## src/rtl/hexdisp_pkg.sv

```systemverilog
// Shared types and constants for the hex display scroll controller.
// One digit code is 5 bits wide; code 20 drives a blank digit.
package hexdisp_pkg;

  typedef logic [4:0] digit_t;

  localparam digit_t BLANK      = 5'd20;
  localparam int     NUM_DIGITS = 6;

  typedef enum logic [1:0] {
    IDLE   = 2'd0,
    LOAD   = 2'd1,
    SCROLL = 2'd2
  } state_t;

  // Switch view: digit k shows its own index while switch k is on.
  function automatic digit_t sw_digit(input logic on, input int k);
    return on ? digit_t'(k) : BLANK;
  endfunction

endpackage

```

## src/rtl/hexdisp_scroll_ctrl_sw_debounce.sv

```systemverilog
// Switch debouncer: 2-FF synchronizer, shared sample tick and a filter
// that only accepts a new level once two consecutive samples agree.
module sw_debounce #(
  parameter int N          = 10,
  parameter int DEB_CYCLES = 50000
) (
  input  logic         clk,
  input  logic         rst,
  input  logic [N-1:0] sw_raw,
  output logic [N-1:0] sw_db
);

  localparam int            TW = (DEB_CYCLES > 1) ? $clog2(DEB_CYCLES) : 1;
  localparam logic [TW-1:0] TC = TW'(DEB_CYCLES - 1);

  logic [N-1:0]  sync1_q, sync1_d;
  logic [N-1:0]  sync2_q, sync2_d;
  logic [N-1:0]  sample_q, sample_d;
  logic [N-1:0]  sw_db_q, sw_db_d;
  logic [TW-1:0] tmr_q, tmr_d;
  logic [N-1:0]  agree;
  logic          tick;

  always_comb begin
    sync1_d  = sw_raw;
    sync2_d  = sync1_q;
    tick     = (tmr_q == TC);
    tmr_d    = tick ? '0 : tmr_q + 1'b1;
    sample_d = sample_q;
    sw_db_d  = sw_db_q;
    agree    = ~(sync2_q ^ sample_q);
    if (tick) begin
      sample_d = sync2_q;
      // Bits whose previous and current samples match take the new level.
      sw_db_d  = (agree & sync2_q) | (~agree & sw_db_q);
    end
  end

  always_ff @(posedge clk) begin
    if (rst) begin
      sync1_q  <= '0;
      sync2_q  <= '0;
      sample_q <= '0;
      sw_db_q  <= '0;
      tmr_q    <= '0;
    end else begin
      sync1_q  <= sync1_d;
      sync2_q  <= sync2_d;
      sample_q <= sample_d;
      sw_db_q  <= sw_db_d;
      tmr_q    <= tmr_d;
    end
  end

  assign sw_db = sw_db_q;

endmodule

```

## src/rtl/hexdisp_scroll_ctrl.sv

```systemverilog
// Six-digit display controller: shows the debounced switch pattern, or
// buffers a message from a valid/ready stream and scrolls it right-to-left.
module hexdisp_scroll_ctrl
  import hexdisp_pkg::*;
#(
  parameter int DEB_CYCLES  = 50000,
  parameter int STEP_CYCLES = 25000000,
  parameter int MSG_DEPTH   = 16
) (
  input  logic       clk,
  input  logic       rst,
  input  logic [9:0] stswi,
  input  logic       msg_valid,
  input  logic [4:0] msg_data,
  input  logic       msg_last,
  output logic       msg_ready,
  output logic [9:0] sw_db,
  output logic [4:0] data_0,
  output logic [4:0] data_1,
  output logic [4:0] data_2,
  output logic [4:0] data_3,
  output logic [4:0] data_4,
  output logic [4:0] data_5,
  output logic       busy,
  output state_t     state_dbg
);

  localparam int            CW      = $clog2(MSG_DEPTH + 7);
  localparam int            AW      = $clog2(MSG_DEPTH);
  localparam int            TW      = (STEP_CYCLES > 1) ? $clog2(STEP_CYCLES) : 1;
  localparam logic [TW-1:0] STEP_TC = TW'(STEP_CYCLES - 1);
  localparam logic [CW-1:0] DEPTH_C = CW'(MSG_DEPTH);

  state_t                       state_q, state_d;
  logic [CW-1:0]                cnt_q, cnt_d;
  logic [CW-1:0]                step_q, step_d;
  logic [TW-1:0]                tmr_q, tmr_d;
  digit_t [NUM_DIGITS-1:0]      data_q, data_d;
  digit_t                       msg_buf_q [MSG_DEPTH];
  logic                         buf_we;
  logic [AW-1:0]                buf_waddr;
  logic                         xfer;
  logic                         abort;

  sw_debounce #(
    .N          (10),
    .DEB_CYCLES (DEB_CYCLES)
  ) u_debounce (
    .clk    (clk),
    .rst    (rst),
    .sw_raw (stswi),
    .sw_db  (sw_db)
  );

  // A beat moves when msg_valid & msg_ready; ready depends only on state
  // (high in IDLE and LOAD), and anything offered while ready is low is dropped.
  assign msg_ready = (state_q != SCROLL);
  assign xfer      = msg_valid & msg_ready;
  assign abort     = sw_db[9];

  always_comb begin
    state_d   = state_q;
    cnt_d     = cnt_q;
    step_d    = step_q;
    tmr_d     = tmr_q;
    data_d    = data_q;
    buf_we    = 1'b0;
    buf_waddr = cnt_q[AW-1:0];
    unique case (state_q)
      IDLE: begin
        for (int k = 0; k < NUM_DIGITS; k++) data_d[k] = sw_digit(sw_db[k], k);
        if (xfer) begin
          buf_we    = 1'b1;
          buf_waddr = '0;
          cnt_d     = CW'(1);
          if (msg_last) begin
            state_d = SCROLL;
            data_d  = {NUM_DIGITS{BLANK}};
            tmr_d   = '0;
            step_d  = '0;
          end else begin
            state_d = LOAD;
          end
        end
      end
      LOAD: begin
        if (abort) begin
          state_d = IDLE;
          cnt_d   = '0;
        end else if (xfer) begin
          buf_we = 1'b1;
          cnt_d  = cnt_q + 1'b1;
          // A full buffer starts scrolling even without msg_last.
          if (msg_last || ((cnt_q + 1'b1) == DEPTH_C)) begin
            state_d = SCROLL;
            data_d  = {NUM_DIGITS{BLANK}};
            tmr_d   = '0;
            step_d  = '0;
          end
        end
      end
      SCROLL: begin
        if (abort) begin
          state_d = IDLE;
          cnt_d   = '0;
        end else if (tmr_q == STEP_TC) begin
          tmr_d = '0;
          for (int k = NUM_DIGITS - 1; k > 0; k--) data_d[k] = data_q[k-1];
          data_d[0] = (step_q < cnt_q) ? msg_buf_q[step_q[AW-1:0]] : BLANK;
          step_d    = step_q + 1'b1;
          // Last digit has left digit 5 once cnt+6 shifts are done.
          if (step_q == (cnt_q + CW'(5))) begin
            state_d = IDLE;
            cnt_d   = '0;
          end
        end else begin
          tmr_d = tmr_q + 1'b1;
        end
      end
      default: state_d = IDLE;
    endcase
  end

  always_ff @(posedge clk) begin
    if (rst) begin
      state_q <= IDLE;
      cnt_q   <= '0;
      step_q  <= '0;
      tmr_q   <= '0;
      data_q  <= {NUM_DIGITS{BLANK}};
    end else begin
      state_q <= state_d;
      cnt_q   <= cnt_d;
      step_q  <= step_d;
      tmr_q   <= tmr_d;
      data_q  <= data_d;
    end
  end

  always_ff @(posedge clk) begin
    if (buf_we) msg_buf_q[buf_waddr] <= msg_data;
  end

  assign data_0    = data_q[0];
  assign data_1    = data_q[1];
  assign data_2    = data_q[2];
  assign data_3    = data_q[3];
  assign data_4    = data_q[4];
  assign data_5    = data_q[5];
  assign busy      = (state_q != IDLE);
  assign state_dbg = state_q;

endmodule

```

## config.mk

```make
export PLATFORM = sky130hd
export DESIGN_NAME = hexdisp_scroll_ctrl
export DESIGN_NICKNAME = d
export VERILOG_FILES = /design/src/rtl/hexdisp_pkg.sv /design/src/rtl/hexdisp_scroll_ctrl_sw_debounce.sv /design/src/rtl/hexdisp_scroll_ctrl.sv
export SDC_FILE = /design/constraint.sdc
export NUM_CORES = 1
export LEC_CHECK = 0
export ABC_AREA = 1
export ABC_CLOCK_PERIOD_IN_PS = 5200
export CORE_MARGIN = 8
export CORE_UTILIZATION = 58
export DETAILED_ROUTE_END_ITERATION = 6
export GPL_TIMING_DRIVEN = 0
export PLACE_DENSITY = 0.89
export SKIP_CTS_REPAIR_TIMING = 1
export SLEW_MARGIN = 20
export SYNTH_ARGS = -nofsm -noshare
export SYNTH_HDL_FRONTEND = slang
export SYNTH_HIERARCHICAL = 1
export SYNTH_SLANG_ARGS = --single-unit
```

## constraint.sdc

```tcl
create_clock -name clk -period 5.2 [get_ports clk]
set_input_delay 0.52 -clock clk [delete_from_list [all_inputs] [get_ports clk]]
set_output_delay 0.52 -clock clk [all_outputs]
set_load 0.05 [all_outputs]
```

==> metrics.md, run 1 <==
| Metric | Value |
|---|---|
| Routability cong. | approximately 0.95 |
| Post-DRT Antenna Nets | 0 |
| Placed Cells incl. Taps | 1489 |
| Pwr/cell area | 473 mW/mm^2 |
| Clock-pin slew on the worst setup and hold paths | 60 ps |
| Path category of the worst min-delay check | flip-flop to flip-flop |
| Critical path cell sequence | inv_1, ha_1, inv_1, clkdlybuf4s50_1 |
| Vias in the first global route | 8133 |
| Max Slew Vio Count | 0 |
| Area share of the leading cell type in the synthesized netlist | 0.263 |
| Final layout net count | 1327 |
| Design Power | ~5400 uW |
| Synth Area in XOR/XNOR | 0.00815 |
| Fmax | 346 MHz |
| Initial antenna violation count | 0 |
| Setup crit start kind | flip-flop |
| Mapped cell area | 0.00968 sq mm |
| Design Area, Final | between 0.01 and 0.015 sq mm |
| Root Driver | clkbuf_16 |
| Max H-tree Level | 1 |
| CTS tree | done |
| Largest net degree at the start of global routing | 17 |
| CP required | about 4700 ps |
| Synth Area in Compound Gates | 0.0735 |
| Fin. Hold Viols | 0 |
| Top_reg_cell synth | dfxtp_1 |
| Detailed Routing Iterations Pass 1 | 5 |
| Worst rel slew slack | 0.324 |
| Largest family of logic cells by synthesized area | simple AND/OR/NAND/NOR gates |
| HPWL after DPL | 16.5 mm |
| Crit-path most repeated cell | inv_1 |
| CP bufs+invs | 3 |
| Die width | 145 um |
| Antenna diodes | 0 |
| Global-route wire length before repair | slightly below 40 mm |
| Boundary Pins | 63 |
| Status | complete, no violations |
| # DRC | 0 |
| Register area share after synthesis | 0.511 |
| Iter 0 DRT Violations | 773 |
| Port bufs | 62 |
| Drt wl/cell | around 16 um |
| Leak | approximately 0.0044 uW |
| Tmin final | 2890 ps |
| Post-synth cell types | 42 |
| Dpl cell area | 0.0106 sq mm |
| Area growth, synth to finish | 16.9% |
| Share of cells above drive strength 1 | 0.0909 |
| CP delay by family, top | buffers and inverters |
| Unrepaired setup endpoints after global routing | false |
| Setup tns final | 0 ps |
| Endpoints failing setup | 0 |
| Cells after Synth | roughly 1.2k |
| Syn Nets | 1240 |
| Post-Synth Adder-Cell Area | 0.0181 |
| Syn_area_per_cell | 8.02 sq um |
| Vias | roughly 8.5k |
| Crit path capture type | output port |
| Clock sink count | 207 |
| Total Routed Length | 24.1 mm |
| Initial Util | 0.588 |
| Yosys warning count | 6 |
| Clock Path Buffers | 3 |
| Fin cells | approximately 1.5k |
| Max-Cap Viols | 0 |
| Slowest cell on crit path | clkdlybuf4s50_1 |
| Worst-skew pair later-pin latency | 520 ps |
| Worst Clk Skew | 14.1 ps |
| CTS buffer count | 23 |
| Synth area leader | dfxtp_1 |
| VDD IR max | 0.000491 V |
| Simple-gate portion of the synthesized area | 0.313 |
| DR vias/cell | 5.55 |
| Die footprint | approximately 0.021 sq mm |
| Total GRT Usage | 0.220 |
| Post-synth ARST share | 0 |
| Final period utilization | 0.556 |
| Global route overflow | 0 |
| Number of synthesized flops with an enable pin | 80 |
| Synth top area cells | dfxtp_1 26%, edfxtp_1 25%, nand2_1 12%, nand3_1 6.4%, nor2_1 5.9% |
| Die H | 145 um |
| Crit path max fanout | 5 |
| Critical path type | flip-flop to output port |
| Slowest stage delay, CP | around 850 ps |
| Actual slew at the worst max-slew pin | 1010 ps |
| Post-synthesis mux area share | 0 |
| WP data arrival | 2370 ps |
| Fillers | ~1.3k |
| Core area | 0.0165 sq mm |
| Row count | 47 |
| #FFs+latches synth | approximately 210 |
==> path summary, 6_finish.rpt <==
check                                   startpoint                                to  slack (ps)  cells past startpoint
setup / recovery         state_dbg[0]$_SDFFE_PP0P_                              busy        2310                      4
hold / removal    u_debounce/sync1_q[1]$_SDFF_PP0_  u_debounce/sync2_q[1]$_SDFF_PP0_         400                      2
hold reg to reg   u_debounce/sync1_q[1]$_SDFF_PP0_  u_debounce/sync2_q[1]$_SDFF_PP0_         400                      2
setup reg to reg         state_dbg[0]$_SDFFE_PP0P_         msg_buf_q[4][3]$_DFFE_PP_        2350                      7
==> worst reg2reg max path: stages, from the launching register on <==
cell     delay (ps)
dfxtp_1         430
inv_1           100
ha_1            320
inv_4           190
nand2_4         100
nor2_1          340
inv_1           170
nor3_1          850
==> report_power, final <==
group	total, uW	switching, uW	leakage [uW]	internal [uW]
Combinational	1790	1240	0.00229	546
Clock	1600	654	0.000362	943
Sequential	1970	135	0.00176	1830
==> routing by layer <==
metal | global-route usage | vias to the layer above | routed length [um]
met5 | 0 | - | 0
met4 | 0.0958 | 0 | 807
met3 | 0.0395 | 69 | 1840
met2 | 0.387 | 378 | 11800
met1 | 0.258 | 3929 | 9700
li1 | - | 4111 | -
==> synth_stat cells, types with 3 or more instances <==
| master | n |
|---|---|
| nor3_1 | 12 |
| ha_1 | 14 |
| inv_2 | 4 |
| or2_2 | 11 |
| clkbuf_1 | 21 |
| nor2_1 | 153 |
| nor2_2 | 8 |
| edfxtp_1 | 80 |
| nor3b_2 | 4 |
| nand3_1 | 123 |
| a21oi_2 | 10 |
| nand4_1 | 26 |
| dfxtp_1 | 127 |
| xor2_1 | 7 |
| o211ai_1 | 5 |
| o21ai_1 | 12 |
| inv_4 | 3 |
| nand2_2 | 10 |
| buf_6 | 6 |
| o21ai_0 | 47 |
| buf_2 | 8 |
| nand2_4 | 4 |
| inv_1 | 126 |
| clkinv_1 | 3 |
| nor2_4 | 6 |
| buf_4 | 5 |
| a21oi_1 | 52 |
| nand2_1 | 301 |
==> area by class of cell <==
type                       count  area [sq um]  share of cell area
clock inverter                10           113             0.00995
tap                          220           275              0.0243
multi-input combinational    824          4000               0.353
clock buffer                  30           622              0.0550
sequential                   207          4940               0.437
inverter                     136           518              0.0458
timing repair buffer          62           621              0.0549
buffer                        40           224              0.0198
==> metrics by stage <==
step / util / worst slack, ps / hold WS [ps]
after detailed placement: 0.642 / 2370 / 393
after global routing: 0.687 / 2160 / 423
after global placement: 0.642 / 2360 / 389
after CTS: 0.687 / 2320 / 405
after floorplan: - / 2400 / 388
final: 0.687 / 2310 / 403
==> registers in the layout, summed over array words and instances (netlist names), 10 cells and up, named ones only <==
| register | count |
|---|---|
| u_debounce/sync2_q | 10 |
| msg_buf_q | 80 |
| tmr_q | 25 |
| u_debounce/sync1_q | 10 |
| u_debounce/tmr_q | 16 |
| u_debounce/sample_q | 10 |
==> kinds of logic after synthesis <==
logic type,count (synthesis)
buf+inv,176
fa+ha+maj,14
simple gates,671
flops,207
xor+xnor,9
compound gates,130
==> cell usage in the layout, fill, tap and decap left out, drive strengths merged, types with 51 or more instances in the layout <==
cell type	n
clkbuf	51
nor2	168
nand3	127
clkdlybuf4s50	62
a21oi	62
edfxtp	80
inv	134
dfxtp	127
o21ai	59
nand2	315
(Power assumes the default switching activity.)
==> run 2: changes to the inputs <==
--- a/config.mk
+++ b/config.mk
@@ -6,7 +6,7 @@
 export NUM_CORES = 1
 export LEC_CHECK = 0
 export ABC_AREA = 1
-export ABC_CLOCK_PERIOD_IN_PS = 5200
+export ABC_CLOCK_PERIOD_IN_PS = 3000
 export CORE_MARGIN = 8
 export CORE_UTILIZATION = 58
 export DETAILED_ROUTE_END_ITERATION = 6
==> constraint.sdc (replaced) <==
create_clock -name clk -period 3 [get_ports clk]
set_input_delay 0.3 -clock clk [delete_from_list [all_inputs] [get_ports clk]]
set_output_delay 0.3 -clock clk [all_outputs]
set_load 0.05 [all_outputs]
==> metrics.md, run 2 (synthesized netlist as in run 1, its figures left out) <==
| Metric | Value |
|---|---|
| Unrepaired setup endpoints after global routing | false |
| Iter 0 DRT Violations | about 740 |
| Fin. Hold Viols | 0 |
| Fin util | 0.687 |
| Boundary Pins | 63 |
| Metal2 WL | 11.9 mm |
| Port bufs | between 60 and 70 |
| Placed Cells incl. Taps | 1489 |
| Global-route wire length before repair | 39.0 mm |
| Setup crit start kind | flip-flop |
| CTS tree | done |
| Tmin final | 2760 ps |
| Top layer in use | met4 |
| Fillers | 1250 |
| Final period utilization | 0.920 |
| Critical path type | flip-flop to flip-flop |
| Post-DRT Antenna Nets | 0 |
| Setup WS post-layout | 239 ps |
| Crit path max fanout | 10 |
| Largest net degree at the start of global routing | 17 |
| Clock Path Buffers | 3 |
| Worst Clk Skew | 16.0 ps |
| CP required | 3140 ps |
| CTS buffer count | 23 |
| Status | complete, no violations |
| Routability cong. | ~0.95 |
| Leak | 0.00441 uW |
| Total GRT Usage | 0.220 |
| Die width | 145 um |
| Initial antenna violation count | 0 |
| Pwr/cell area | between 800 and 900 mW/mm^2 |
| Core area | 0.0165 sq mm |
| Path category of the worst min-delay check | primary input to flip-flop |
| Worst rel slew slack | 0.397 |
| Max H-tree Level | 1 |
| # DRC | 0 |
| Max-Cap Viols | 0 |
| Total Routed Length | ~24 mm |
| Detailed Routing Iterations Pass 1 | 5 |
| Most flops, register | msg_buf_q |
| Hold Slack | 303 ps |
| Antenna diodes | 0 |
| Largest register FFs | 80 |
| Regs by FF count | msg_buf_q: 80 flops, tmr_q: 25 flops, u_debounce/tmr_q: 16 flops |
| Fin cells | 1529 |
| Root Driver | clkbuf_16 |
| Final layout net count | ~1.3k |
| Die footprint | ~0.021 sq mm |
| Crit path capture type | flip-flop |
| Area growth, synth to finish | 17.0% |
| Worst slack, placed | between 200 and 250 ps |
| WP data arrival | 2900 ps |
| DR vias/cell | approximately 5.5 |
| VDD IR max | 0.000852 V |
| Row count | 47 |
| Most frequent cells in the layout | 301 x nand2_1, 153 x nor2_1, 127 x dfxtp_1 |
| Met1 WL | approximately 9.6 mm |
| Metal3 WL | 1.84 mm |
| Endpoints failing setup | 0 |
| Clock-pin slew on the worst setup and hold paths | 60 ps |
| Share of cells above drive strength 1 | 0.0917 |
| HPWL after DPL | approximately 16 mm |
| Max Slew Vio Count | 0 |
| Die H | 145 um |
| Clock sink count | 207 |
| Vias | 8447 |
| Setup tns final | 0 ps |
| Initial Util | 0.588 |
| Fmax | 362 MHz |
| Global route overflow | 0 |
| Drt wl/cell | 15.7 um |
| Most common cell after layout, fill and taps aside | nand2_1 |
| Actual slew at the worst max-slew pin | 898 ps |
| Vias in the first global route | 8133 |
| Worst-skew pair later-pin latency | approximately 520 ps |
==> run 2: critical path: stages (launching register included) <==
cell and delay (ps):
dfxtp_1 430, inv_1 90, ha_1 320, inv_4 180
nand2_4 90, nor2_1 330, inv_1 170, nor3_1 770
==> run 2: path summary, 6_finish.rpt <==
path         cells after the start  slack [ps]                               end                             start
min                              3         300  u_debounce/sync1_q[5]$_SDFF_PP0_                          stswi[5]
max                              7         240         msg_buf_q[8][2]$_DFFE_PP_         state_dbg[0]$_SDFFE_PP0P_
max reg2reg                      7         240         msg_buf_q[8][2]$_DFFE_PP_         state_dbg[0]$_SDFFE_PP0P_
min reg2reg                      2         400  u_debounce/sync2_q[1]$_SDFF_PP0_  u_debounce/sync1_q[1]$_SDFF_PP0_
==> run 2: area by class of cell <==
class	count	area (sq um)	area share
clock inverters	10	113	0.00995
inverters	136	518	0.0458
flip-flops and latches	207	4940	0.437
plain buffers	40	224	0.0198
clock buffers	30	622	0.0549
repair buffers	62	621	0.0548
multi-input cells	824	4000	0.353
well taps	220	275	0.0243
==> run 2: power breakdown <==
group / leakage [uW] / switching (uW) / internal, uW / total, uW
Sequential: 0.00176 / 234 / 3180 / 3410
Combinational: 0.00229 / 2150 / 947 / 3100
Clock: 0.000362 / 1130 / 1630 / 2770
Total: 0.00441 / 3520 / 5760 / 9270
==> run 2: per-layer routing <==
metal / vias up / track usage
met5: - / 0
met3: 64 / 0.0395
met2: 399 / 0.387
met1: 3880 / 0.258
li1: 4104 / -
met4: 0 / 0.0958
==> run 2: metrics by stage <==
| step | total power, uW | area, sq um |
|---|---|---|
| after floorplan | 5560 | 9680 |
| after global placement | 6430 | 10600 |
| after detailed placement | 6500 | 10600 |
| after CTS | 9250 | 11300 |
| after global routing | 9670 | 11300 |
| final | 9270 | 11300 |
